File: src/rtl/cdbus_bus_fabric_if.sv
// cdbus_bus_fabric_if: per-node line bundle between cdbus nodes and the fabric.
// Ports: tx/tx_en driven by nodes, rx returned by the fabric.
interface cdbus_bus_fabric_if #(
  parameter int N_NODES = 3
);
  logic [N_NODES-1:0] tx;
  logic [N_NODES-1:0] tx_en;
  logic [N_NODES-1:0] rx;

  modport master (
    output tx,
    output tx_en,
    input  rx
  );

  modport slave (
    input  tx,
    input  tx_en,
    output rx
  );
endinterface

File: src/rtl/cdbus_bus_fabric.sv
// cdbus_bus_fabric: cycle-accurate wired-AND / cross-connect bus model.
// Ports: clk, reset_n (sync, active low), bus (tx, tx_en, rx), force_low,
//   clr_cnt, bus_idle, collision, collision_cnt, active_cnt.
module cdbus_bus_fabric #(
  parameter int N_NODES     = 3,
  parameter int DELAY       = 2,
  parameter int FULL_DUPLEX = 0,
  parameter int IDLE_CYC    = 10,
  parameter int CNT_W       = 16
) (
  input  logic                           clk,
  input  logic                           reset_n,
  cdbus_bus_fabric_if.slave              bus,
  input  logic                           force_low,
  input  logic                           clr_cnt,
  output logic                           bus_idle,
  output logic                           collision,
  output logic [CNT_W-1:0]               collision_cnt,
  output logic [$clog2(N_NODES+1)-1:0]   active_cnt
);

  localparam int AW = $clog2(N_NODES + 1);

  typedef logic [N_NODES-1:0] vec_t;

  if (N_NODES < 2 || N_NODES > 16) begin : g_err_n
    $error("N_NODES must be 2..16");
  end
  if (FULL_DUPLEX != 0 && N_NODES < 2) begin : g_err_fd
    $error("full duplex needs at least 2 nodes");
  end
  if (DELAY < 0 || DELAY > 15) begin : g_err_d
    $error("DELAY must be 0..15");
  end
  if (IDLE_CYC < 1 || IDLE_CYC > 255) begin : g_err_i
    $error("IDLE_CYC must be 1..255");
  end

  logic lvl;
  logic no_en;
  logic has0;
  logic has1;
  logic idle_ok;
  logic coll_nx;
  vec_t src;

  assign no_en = (bus.tx_en == '0);
  assign lvl   = ~force_low & (&(bus.tx | ~bus.tx_en));
  assign has0  = |(bus.tx_en & ~bus.tx);
  assign has1  = |(bus.tx_en & bus.tx);
  assign coll_nx = (FULL_DUPLEX == 0) & has0 & has1;

  // Full duplex judges idleness purely on driver enables.
  assign idle_ok = (FULL_DUPLEX != 0) ? no_en : (lvl & no_en);

  if (FULL_DUPLEX != 0) begin : g_fd
    vec_t xsrc;
    for (genvar g = 0; g < N_NODES; g++) begin : g_x
      if ((g ^ 1) < N_NODES) begin : g_pair
        assign xsrc[g] = bus.tx[g^1];
      end else begin : g_odd
        assign xsrc[g] = 1'b1;
      end
    end
    assign src = force_low ? '0 : xsrc;
  end else begin : g_hd
    assign src = {N_NODES{lvl}};
  end

  if (DELAY == 0) begin : g_comb
    assign bus.rx = reset_n ? src : '1;
  end else begin : g_dl
    vec_t dl [DELAY];
    always_ff @(posedge clk) begin
      if (!reset_n) begin
        for (int k = 0; k < DELAY; k++)
          dl[k] <= '1;
      end else begin
        dl[0] <= src;
        for (int k = 1; k < DELAY; k++)
          dl[k] <= dl[k-1];
      end
    end
    assign bus.rx = dl[DELAY-1];
  end

  logic [7:0] idle_q;

  always_ff @(posedge clk) begin
    if (!reset_n) begin
      idle_q   <= '0;
      bus_idle <= 1'b0;
    end else begin
      if (!idle_ok)
        idle_q <= '0;
      else if (idle_q != 8'(IDLE_CYC))
        idle_q <= idle_q + 8'd1;
      bus_idle <= idle_ok & (idle_q == 8'(IDLE_CYC));
    end
  end

  always_ff @(posedge clk) begin
    if (!reset_n) begin
      collision     <= 1'b0;
      collision_cnt <= '0;
      active_cnt    <= '0;
    end else begin
      collision  <= coll_nx;
      active_cnt <= AW'($countones(bus.tx_en));
      // Clear wins, but a pulse in the same cycle still counts once.
      if (clr_cnt)
        collision_cnt <= CNT_W'(collision);
      else if (collision && collision_cnt != '1)
        collision_cnt <= collision_cnt + 1'b1;
    end
  end

endmodule

File: src/flat_wrapper.sv
// flat-port wrapper written by rule: the top's interface ports become plain ports
module cdbus_bus_fabric_flat 
#(
  parameter int N_NODES     = 3,
  parameter int DELAY       = 2,
  parameter int FULL_DUPLEX = 0,
  parameter int IDLE_CYC    = 10,
  parameter int CNT_W       = 16
)
  (clk, reset_n, force_low, clr_cnt, bus_idle, collision, collision_cnt, active_cnt, bus_tx, bus_tx_en, bus_rx);
  cdbus_bus_fabric_if #(.N_NODES(N_NODES)) bus_i ();
  input  logic clk;
  input  logic reset_n;
  input  logic force_low;
  input  logic clr_cnt;
  output logic bus_idle;
  output logic collision;
  output logic [CNT_W-1:0] collision_cnt;
  output logic [$clog2(N_NODES+1)-1:0] active_cnt;
  input wire logic [$bits(bus_i.tx)-1:0] bus_tx;
  input wire logic [$bits(bus_i.tx_en)-1:0] bus_tx_en;
  output wire logic [$bits(bus_i.rx)-1:0] bus_rx;
  assign bus_i.tx = bus_tx;
  assign bus_i.tx_en = bus_tx_en;
  assign bus_rx = bus_i.rx;
  cdbus_bus_fabric #(.N_NODES(N_NODES), .DELAY(DELAY), .FULL_DUPLEX(FULL_DUPLEX), .IDLE_CYC(IDLE_CYC), .CNT_W(CNT_W)) u_core (.clk(clk), .reset_n(reset_n), .bus(bus_i), .force_low(force_low), .clr_cnt(clr_cnt), .bus_idle(bus_idle), .collision(collision), .collision_cnt(collision_cnt), .active_cnt(active_cnt));
endmodule
File: config.mk
export PLATFORM = sky130hd
export DESIGN_NAME = cdbus_bus_fabric_flat
export DESIGN_NICKNAME = d
export VERILOG_FILES = /design/src/rtl/cdbus_bus_fabric_if.sv /design/src/rtl/cdbus_bus_fabric.sv /design/src/flat_wrapper.sv
export SDC_FILE = /design/constraint.sdc
export NUM_CORES = 1
export LEC_CHECK = 0
export ABC_AREA = 1
export BUFFER_PORTS_ARGS = -buffer_cell sky130_fd_sc_hd__buf_2
export CAP_MARGIN = 5
export CORE_ASPECT_RATIO = 1.5
export CORE_MARGIN = 2
export CORE_UTILIZATION = 35
export CTS_CLUSTER_DIAMETER = 100
export DETAILED_ROUTE_END_ITERATION = 7
export HOLD_SLACK_MARGIN = 0.15
export PLACE_DENSITY_LB_ADDON = 0.1
export SLEW_MARGIN = 10
export SYNTH_ARGS = -nofsm -noshare
export SYNTH_HDL_FRONTEND = slang
export SYNTH_SLANG_ARGS = --single-unit
File: constraint.sdc
create_clock -name clk -period 1.68 [get_ports clk]
set_clock_uncertainty 0.2 [all_clocks]
set_input_delay 0.252 -clock clk [delete_from_list [all_inputs] [get_ports clk]]
set_output_delay 0.252 -clock clk [all_outputs]
set_load 0.02 [all_outputs]
==> impl_metrics.env, run 1 <==
export IMPL_setup_worst_path_end="u_core.g_dl.dl[0][1]"
export IMPL_multi_input_area_sq_um=881
export IMPL_cts_tree="built"
export IMPL_async_flop_share_pct=0
export IMPL_outcome="completed"
export IMPL_dr_pass1_iters=4
export IMPL_crit_path_end_kind="register"
export IMPL_yosys_top_cells_count="nand2_1, nor2_1, dfxtp_1"
export IMPL_die_area_sq_um=5150
export IMPL_yosys_register_bits=30
export IMPL_nFillCells=484
export IMPL_synthesis_nets=247
export IMPL_p_leak_nw=0.956
export IMPL_die_h_um=86.9
export IMPL_synthTopCellsByArea="dfxtp_1, nand2_1, nor2_1"
export IMPL_netlist_cell_type_count=25
export IMPL_syn_area_sq_um=1600
export IMPL_powerDensity_nw_per_um2=751
export IMPL_yosys_area_top_type_share_pct=37.4
export IMPL_area_growth_pct=30.1
export IMPL_drv_slew=0
export IMPL_grt_overflow=0
export IMPL_swShare_pct=22.4
export IMPL_reg2reg_slack_ns=0.12
export IMPL_drcViolationCount=0
export IMPL_p_switching_mw=0.351
export IMPL_tightest_slew_ns=0.297
export IMPL_grt_setup_unrepaired="yes"
export IMPL_die_x_um=59.3
export IMPL_cts_max_path_buffers=2
export IMPL_nets=303
export IMPL_synth_top_cell_by_area="dfxtp_1"
export IMPL_synthCells=233
export IMPL_initial_core_util_pct=35.9
export IMPL_yosysWarnings=0
export IMPL_syn_avg_cell_area_sq_um=6.88
export IMPL_critPathLaunchType="input port"
export IMPL_p_clk_share_pct=45.8
export IMPL_finalCriticalPeriod_ns=1.60
export IMPL_wirelength_um=3530
export IMPL_gp_congestion=0.757
export IMPL_placed_cells=323
export IMPL_ant_nets=0
export IMPL_r2r_cells=9
export IMPL_fin_crit_sh_pct=95.1
export IMPL_fmax_ghz=0.626
export IMPL_finalPower_mw=1.57
export IMPL_io_pins=33
export IMPL_hold_viol=0
export IMPL_cts_setup_buffers=0
export IMPL_cts_num_sinks=30
export IMPL_required_ns=1.64
export IMPL_ir_worst_vdd_mv=0.486
export IMPL_internal_power_mw=1.22
export IMPL_grt_max_degree=13
export IMPL_synthFlopType="dfxtp_1"
export IMPL_cts_clk_slew_worst_paths_ns=0.06
export IMPL_vias_per_cell=4.62
export IMPL_postLayoutCoreUtil_pct=46.7
export IMPL_reg2reg_from="u_core.collision_cnt[1]"
export IMPL_grtUsageTotal_pct=15.4
export IMPL_relSlewSlack_pct=80.1
export IMPL_grt_pass1_vias=1466
export IMPL_synth_most_common_cell="nand2_1"
export IMPL_cp_data_arrival_time_ns=1.56
export IMPL_synth_edf_count=0
export IMPL_clk_latency_ns=0.28
export IMPL_crit_fanout=7
export IMPL_stdcell_count=338
export IMPL_cts_root_buf="clkbuf_8"
export IMPL_dpl_hpwl_um=2720
export IMPL_seqPwrFrac_pct=46.4
export IMPL_maxCapViolations=0
export IMPL_worst_hold_slack_ns=0.142
export IMPL_num_rows=30
export IMPL_num_vias=1560
export IMPL_seqCellArea_sq_um=606
export IMPL_combPwrFrac_pct=7.9
export IMPL_worstReg2RegEnd="u_core.collision_cnt[13]"
export IMPL_hold_class="input port to register"
export IMPL_wl_per_cell_um=10.4
export IMPL_port_buffers=32
export IMPL_synth_seq_area_share_pct=37.4
export IMPL_antenna_found_initial=0
export IMPL_crit_path_start="reset_n"
export IMPL_htree_levels=2
export IMPL_core_area_sq_um=4470
export IMPL_worstSetupPathType="input port to register"
export IMPL_drt_initial_drc_count=58
export IMPL_numCtsBuffers=5
export IMPL_grt_pass1_wl_um=6090
export IMPL_num_antenna_cells=0
export IMPL_drive_above_1_share_pct=25.2
export IMPL_finalSetupViolCount=0
==> worst min-delay path by stage <==
stage                               startpoint                    to  slack [ns]  cells past startpoint
after global routing              bus_tx_en[2]      u_core.collision        0.21                      5
after CTS                            bus_tx[1]      u_core.collision        0.15                      6
after global placement    u_core.g_dl.dl[0][1]  u_core.g_dl.dl[0][4]        0.21                      1
after detailed placement  u_core.g_dl.dl[0][1]  u_core.g_dl.dl[0][4]        0.21                      1
after floorplan                        reset_n  u_core.g_dl.dl[0][1]        0.12                      1
final                                bus_tx[0]      u_core.collision        0.14                      5
==> power groups by stage <==
stage                     combinational, mW  clock [mW]  sequential, mW
after floorplan                      0.0584           0           0.757
after global placement                0.111           0           0.744
after detailed placement              0.112           0           0.744
after CTS                             0.126       0.741           0.728
after global routing                  0.142       0.769           0.728
final                                 0.124       0.717           0.726
==> repair_timing <==
item | 4_1_cts | 5_1_grt
cloned | 0 | 1
pin swaps | 0 | 1
resized for setup | 1 | 4
endpoints found under the setup margin | 10 | 6
endpoints found under the hold margin | 7 | 1
hold buffers | 6 | 1
==> per-stage QoR <==
stage               setup TNS, ns  setup slack [ns]  area (sq um)
floorplan                       0            0.0186          1610
global placement           -0.111           -0.0516          1900
detailed placement         -0.252           -0.0691          1900
CTS                             0            0.0542          2070
global route              -0.0127          -0.00846          2090
finish                          0            0.0820          2090
==> layout make-up <==
class                           count  share of cell area [%]
Sequential cell                    30                    29.0
Tap cell                           48                    2.88
Multi-Input combinational cell    171                    42.2
Clock inverter                      1                    1.44
Timing Repair Buffer               52                    15.6
Clock buffer                        7                    3.66
Inverter                           29                    5.22
==> state kept, by name, indices dropped and copies added (netlist names) <==
| name | cells |
|---|---|
| u_core.collision | 1 |
| u_core.collision_cnt | 16 |
| u_core.g_dl.dl | 2 |
| u_core.idle_q | 8 |
| u_core.active_cnt | 2 |
| u_core.bus_idle | 1 |
==> worst max-delay path, stage by stage <==
cell and delay, ns:
dlygate4sd3_1 0.53, buf_2 0.17, nand2_1 0.06, dlygate4sd3_1 0.55
==> layer usage <==
layer | track usage, % | part of all wire [%] | vias up
met2 | 27.5 | 54 | 27
li1 | - | - | 833
met3 | 3.42 | 3.7 | 2
met1 | 16.9 | 41 | 698
met5 | 0 | 0 | -
met4 | 6.82 | 0.96 | 0
==> cell usage in the layout (no fill, tap or decap) <==
cell type,n
nand3b_1,2
dfxtp_1,28
nand2_2,3
fa_1,1
clkbuf_1,2
nor2_4,4
inv_2,3
dfxtp_2,1
a21oi_2,2
xor2_1,6
a31oi_1,1
clkbuf_8,5
nor3_1,2
nor2_2,2
ha_1,3
nand2_4,3
inv_1,26
bufinv_16,1
buf_4,14
dlygate4sd3_1,6
xnor2_1,4
nand2_1,64
o21ai_0,4
dfxtp_4,1
nand3_1,17
a21oi_1,12
nor2_1,34
or2_2,2
or2_1,1
buf_2,32
nand4_1,4
==> cell families after synthesis <==
logic type               synth area share [%]
AND/OR/NAND/NOR                          38.4
buffers and inverters                    8.89
flip-flops                               37.4
AO/OA/AOI/OAI                            6.24
XOR/XNOR                                 5.46
adder cells (fa/ha/maj)                  3.59
Power figures use the tool's default switching activity.
==> inputs of run 2 (changes only) <==
Settings changed: ABC_AREA 1 to not set.
==> run 2 against run 1 <==
Net effect: the run now ends with negative setup slack left; hold slack improved by 0.028 ns; highest routed layer unchanged; critical endpoint is now u_core.collision_cnt[7]; power fell by 9.4%; fmax fell by 8.7%; largest cell class unchanged; clock power fell by 20%; largest power group unchanged; setup slack got worse by 0.15 ns; clock-buffer cell count did not move.
==> impl_metrics.env, run 2 <==
export IMPL_syn_area_sq_um=1470
export IMPL_tightest_slew_ns=0.307
export IMPL_crit_family="simple AND/OR/NAND/NOR gates"
export IMPL_final_common_cell="buf_2"
export IMPL_largestRegisters="u_core.collision_cnt x16, u_core.idle_q x8"
export IMPL_largest_register_ffs=16
export IMPL_wl_per_cell_um=14.3
export IMPL_relSlewSlack_pct=79.3
export IMPL_fmax_ghz=0.572
export IMPL_drcViolationCount=0
export IMPL_port_buffers=32
export IMPL_num_vias=1477
export IMPL_core_area_sq_um=3990
export IMPL_numCtsBuffers=5
export IMPL_yosys_top_cells_count="dfxtp_1, nor2_1, nand2_1"
export IMPL_htree_levels=2
export IMPL_powerDensity_nw_per_um2=675
export IMPL_drive_above_1_share_pct=43.9
export IMPL_final_area_sq_um=2100
export IMPL_cts_max_path_buffers=2
export IMPL_grt_setup_unrepaired="yes"
export IMPL_slowest_delay_ns=0.41
export IMPL_largest_register="u_core.collision_cnt"
export IMPL_vias_per_cell=5.37
export IMPL_async_flop_share_pct=0
export IMPL_critPathSlowestCell="or4_1"
export IMPL_crit_path_end_kind="register"
export IMPL_wirelength_um=3920
export IMPL_grt_overflow=0
export IMPL_p_leak_nw=0.855
export IMPL_gp_congestion=0.860
export IMPL_area_growth_pct=43.4
export IMPL_path_cells="ha_4 > nand4_1 > buf_4 > nor4_4 > buf_2 > or4_1 > a21oi_1"
export IMPL_die_h_um=83.3
export IMPL_fin_crit_sh_pct=104
export IMPL_dpl_hpwl_um=2930
export IMPL_hold_class="input port to register"
export IMPL_io_pins=33
export IMPL_outcome="finished with violations"
export IMPL_clk_latency_ns=0.28
export IMPL_grt_max_degree=12
export IMPL_syn_avg_cell_area_sq_um=9.05
export IMPL_cp_data_arrival_time_ns=1.75
export IMPL_nFillCells=397
export IMPL_drt_initial_drc_count=76
export IMPL_synth_seq_area_share_pct=41.0
export IMPL_required_ns=1.68
export IMPL_postLayoutCoreUtil_pct=52.7
export IMPL_yosys_area_top_type_share_pct=41.0
export IMPL_synthesis_nets=176
export IMPL_dr_pass1_iters=4
export IMPL_antenna_found_initial=0
export IMPL_drv_slew=0
export IMPL_cts_num_sinks=30
export IMPL_num_rows=28
export IMPL_ant_nets=0
export IMPL_cts_clk_slew_worst_paths_ns=0.06
export IMPL_num_antenna_cells=0
export IMPL_netlist_cell_type_count=47
export IMPL_yosys_register_bits=30
export IMPL_synthTopCellsByArea="dfxtp_1, nor2_1, a21oi_1"
export IMPL_fin_ws_ns=-0.0697
export IMPL_place_area_sq_um=1860
export IMPL_synth_edf_count=0
export IMPL_nets=244
export IMPL_violations="negative setup slack"
export IMPL_die_area_sq_um=4730
export IMPL_preCtsSetupSlack_ns=-0.0590
export IMPL_grtUsageTotal_pct=17.3
export IMPL_yosysWarnings=0
export IMPL_finalCriticalPeriod_ns=1.75
export IMPL_final_cell_mix="buf_2, buf_4, dfxtp_1"
export IMPL_synth_most_common_cell="dfxtp_1"
export IMPL_worstSetupPathType="register to register"
export IMPL_cp_num_buf_inv=2
export IMPL_initial_core_util_pct=36.7
export IMPL_finalSetupViolCount=4
export IMPL_synth_top_cell_by_area="dfxtp_1"
export IMPL_hold_viol=0
export IMPL_synthFlopType="dfxtp_1"
export IMPL_critPathLaunchType="register"
export IMPL_grt_pass1_vias=1403
export IMPL_crit_fanout=5
export IMPL_ir_worst_vdd_mv=0.563
export IMPL_cts_tree="built"
export IMPL_maxCapViolations=0
export IMPL_die_x_um=56.9
export IMPL_cts_root_buf="clkbuf_8"
export IMPL_synthCells=162
export IMPL_grt_pass1_wl_um=6490
## run 2: worst reg2reg max path: cells and delay by family, from the launching register on
| kind | cells | cell delay (ns) |
|---|---|---|
| buffers and inverters | 2 | 0.30 |
| AO/OA/AOI/OAI | 1 | 0.13 |
| AND/OR/NAND/NOR | 3 | 0.55 |
| adder cells (fa/ha/maj) | 1 | 0.16 |
| flip-flops | 1 | 0.35 |
## run 2: cells by family after synthesis
logic type | synth area share [%]
DFF | 41.0
buffers and inverters | 5.46
muxes | 0.683
and+or+nand+nor | 29.7
adders and majority gates | 3.93
AOI/OAI and AO/OA | 15.1
xor gates and xnor gates | 4.18
## run 2: where the power goes
part	switching, mW	internal [mW]	leakage (nW)
Clock	0.251	0.324	0.0443
Sequential	0.00684	0.720	0.250
Combinational	0.0631	0.0537	0.560
Total	0.321	1.10	0.855
## run 2: layout make-up
type | count | area (sq um) | share of cell area [%]
multi-input cells | 118 | 858 | 40.8
well taps | 45 | 56.3 | 2.68
repair buffers | 68 | 450 | 21.4
flip-flops and latches | 30 | 626 | 29.7
clock buffers | 7 | 86.3 | 4.10
inverters | 7 | 26.3 | 1.25
## run 2: per-layer routing
layer | routed length, um | up-vias | GRT usage [%] | share of wire, %
met5 | 0 | - | 0 | 0
met4 | 85 | 0 | 7.19 | 2.2
met3 | 166 | 8 | 4.36 | 4.2
met2 | 2210 | 32 | 32.0 | 56
met1 | 1460 | 707 | 17.8 | 37
li1 | - | 730 | - | -
## run 2: path summary, 6_finish.rpt
path | to | depth (start not counted) | slack (ns) | start
worst max register to register | u_core.collision_cnt[7] | 7 | -0.07 | u_core.collision_cnt[0]
worst min register to register | u_core.g_dl.dl[0][4] | 1 | 0.21 | u_core.g_dl.dl[0][1]
worst max-delay path | u_core.collision_cnt[7] | 7 | -0.07 | u_core.collision_cnt[0]
worst min-delay path | u_core.collision | 3 | 0.17 | bus_tx[0]
## run 2: stage by stage
stage          hold WS, ns  cells  total power, mW  setup TNS (ns)
6_report             0.170    275             1.42          -0.153
5_1_grt              0.186    275             1.47          -0.938
4_1_cts              0.161    272             1.44          -0.239
3_5_place_dp         0.200    257            0.843          -0.293
3_3_place_gp         0.191    257            0.840         -0.0709
2_1_floorplan        0.164    162            0.805         -0.0133
## run 2: timing repair
item	4_1_cts	5_1_grt
endpoints found under the hold margin	12	0
endpoints found under the setup margin	10	20
buffers inserted	2	2
gates resized for setup	4	15
cloned	0	1
hold buffers	6	0
pin swaps	5	10
==> inputs of run 3 (changes only) <==
Settings changed: CORE_UTILIZATION 35 to 47.
==> run 3 against run 2 <==
Net effect: core utilization rose by 18 points; first-iteration DRC count is 62% lower; clock-buffer cell count unchanged; flip-flop and latch count unchanged; largest power group unchanged; die area decreased by 24%; the flow still finishes with violations (negative setup slack); critical endpoint is now u_core.collision_cnt[11].
==> impl_metrics.env, run 3 (same netlist as run 2, synthesis figures left out) <==
export IMPL_outcome="finished with violations"
export IMPL_violations="negative setup slack"
export IMPL_postLayoutCoreUtil_pct=70.7
export IMPL_largest_register_ffs=16
export IMPL_final_cell_mix="buf_2, buf_4, dfxtp_1"
export IMPL_min_delay_path_depth=3
export IMPL_fin_crit_sh_pct=102
export IMPL_fin_setup_tns_ns=-0.0603
export IMPL_finalCriticalPeriod_ns=1.72
export IMPL_preCtsSetupSlack_ns=-0.0688
export IMPL_grt_pass1_vias=1408
export IMPL_largestRegisters="u_core.collision_cnt x16, u_core.idle_q x8"
export IMPL_ir_worst_vdd_mv=0.855
export IMPL_worstSetupPathType="register to register"
export IMPL_drt_initial_drc_count=29
export IMPL_hold_class="input port to register"
export IMPL_area_growth_pct=41.9
export IMPL_cts_max_path_buffers=2
export IMPL_drv_slew=0
export IMPL_crit_path_start="u_core.collision_cnt[1]"
export IMPL_nets=240
export IMPL_cts_tree="built"
export IMPL_critPathLaunchType="register"
export IMPL_relSlewSlack_pct=71.2
export IMPL_vias_per_cell=5.50
export IMPL_num_rows=24
export IMPL_cts_root_buf="clkbuf_8"
export IMPL_gp_congestion=0.808
export IMPL_wl_per_cell_um=14.0
export IMPL_crit_path_end_kind="register"
export IMPL_reg2reg_from="u_core.collision_cnt[1]"
export IMPL_cts_clk_slew_worst_paths_ns=0.07
export IMPL_required_ns=1.69
export IMPL_crit_fanout=4
export IMPL_die_area_sq_um=3590
export IMPL_io_pins=33
export IMPL_grt_overflow=0
export IMPL_htree_levels=2
export IMPL_drcViolationCount=0
export IMPL_r2r_cells=6
export IMPL_dr_pass1_iters=4
export IMPL_powerDensity_nw_per_um2=695
export IMPL_initial_core_util_pct=49.8
export IMPL_die_h_um=72.4
export IMPL_p_leak_nw=0.861
export IMPL_tightest_slew_ns=0.431
export IMPL_grt_setup_unrepaired="yes"
export IMPL_nFillCells=252
export IMPL_antenna_found_initial=0
export IMPL_reg2reg_slack_ns=-0.04
export IMPL_ant_nets=0
export IMPL_grt_max_degree=10
export IMPL_num_vias=1464
export IMPL_fin_ws_ns=-0.0408
export IMPL_grt_pass1_wl_um=6130
export IMPL_clk_latency_ns=0.28
export IMPL_drive_above_1_share_pct=42.3
export IMPL_fmax_ghz=0.581
export IMPL_seqCellArea_sq_um=626
export IMPL_port_buffers=32
export IMPL_finalSetupViolCount=2
export IMPL_setup_worst_path_end="u_core.collision_cnt[11]"
export IMPL_hold_viol=0
export IMPL_worstHoldStart="bus_tx[1]"
export IMPL_grtUsageTotal_pct=22.5
export IMPL_numCtsBuffers=5
export IMPL_final_common_cell="buf_2"
export IMPL_core_area_sq_um=2940
export IMPL_num_antenna_cells=0
export IMPL_cp_data_arrival_time_ns=1.73
export IMPL_largest_register="u_core.collision_cnt"
export IMPL_dpl_hpwl_um=2590
export IMPL_wirelength_um=3740
export IMPL_cts_num_sinks=30
export IMPL_worstReg2RegEnd="u_core.collision_cnt[11]"
export IMPL_die_x_um=49.6
export IMPL_multi_input_area_sq_um=871
export IMPL_maxCapViolations=0
==> run 3: cell types whose count changed in the layout (fill, tap and decap cells not counted), sizes merged <==
cell | previous run | this run
buf | 62 | 57
clkinv | 0 | 1
dlygate4sd3 | 6 | 7
==> run 3: what timing repair did <==
item                       CTS  global route
setup buffers                4             3
setup endpoints to repair    8            21
pin swaps                    7            10
hold buffers                 6             1
hold endpoints to repair    12             1
resized for setup            3            18
==> run 3: worst min path at each step <==
stage               slack, ns                    to
finish                   0.17      u_core.collision
global route             0.18      u_core.collision
CTS                      0.15      u_core.collision
detailed placement       0.21  u_core.g_dl.dl[0][4]
global placement         0.19  u_core.g_dl.dl[0][4]
floorplan                0.16  u_core.g_dl.dl[0][1]
==> run 3: report_power, final <==
part	internal, mW	switching (mW)
Sequential	0.720	0.00761
Clock	0.330	0.272
Combinational	0.0545	0.0629
Total	1.10	0.343
==> run 3: metrics by stage <==
stage	cell area, sq um	instances	power [mW]	hold WS, ns
2_1_floorplan	1510	162	0.805	0.164
4_1_cts	1990	263	1.46	0.153
3_3_place_gp	1810	246	0.837	0.194
3_5_place_dp	1810	246	0.840	0.205
5_1_grt	2080	266	1.50	0.185
6_report	2080	266	1.45	0.166
==> run 3: layout make-up <==
class | instances | area share, %
clock buffers | 7 | 4.15
inverters | 7 | 1.26
multi-input cells | 118 | 41.9
clock inverters | 1 | 0.241
repair buffers | 64 | 20.1
well taps | 39 | 2.35
flip-flops and latches | 30 | 30.1
==> run 3: critical path, stage by stage (launching register included) <==
cell     delay [ns]
dfxtp_4        0.36
ha_4           0.16
nand4_1        0.15
buf_4          0.17
nor3_4         0.05
or4_4          0.42
a21oi_2        0.15
==> run 3: layer usage <==
layer / track usage [%] / wire length [um] / share of wire [%]
met1: 21.2 / 1340 / 36
met2: 43.9 / 2170 / 58
met3: 5.35 / 147 / 3.9
met4: 11.1 / 79 / 2.1
met5: 0 / 0 / 0
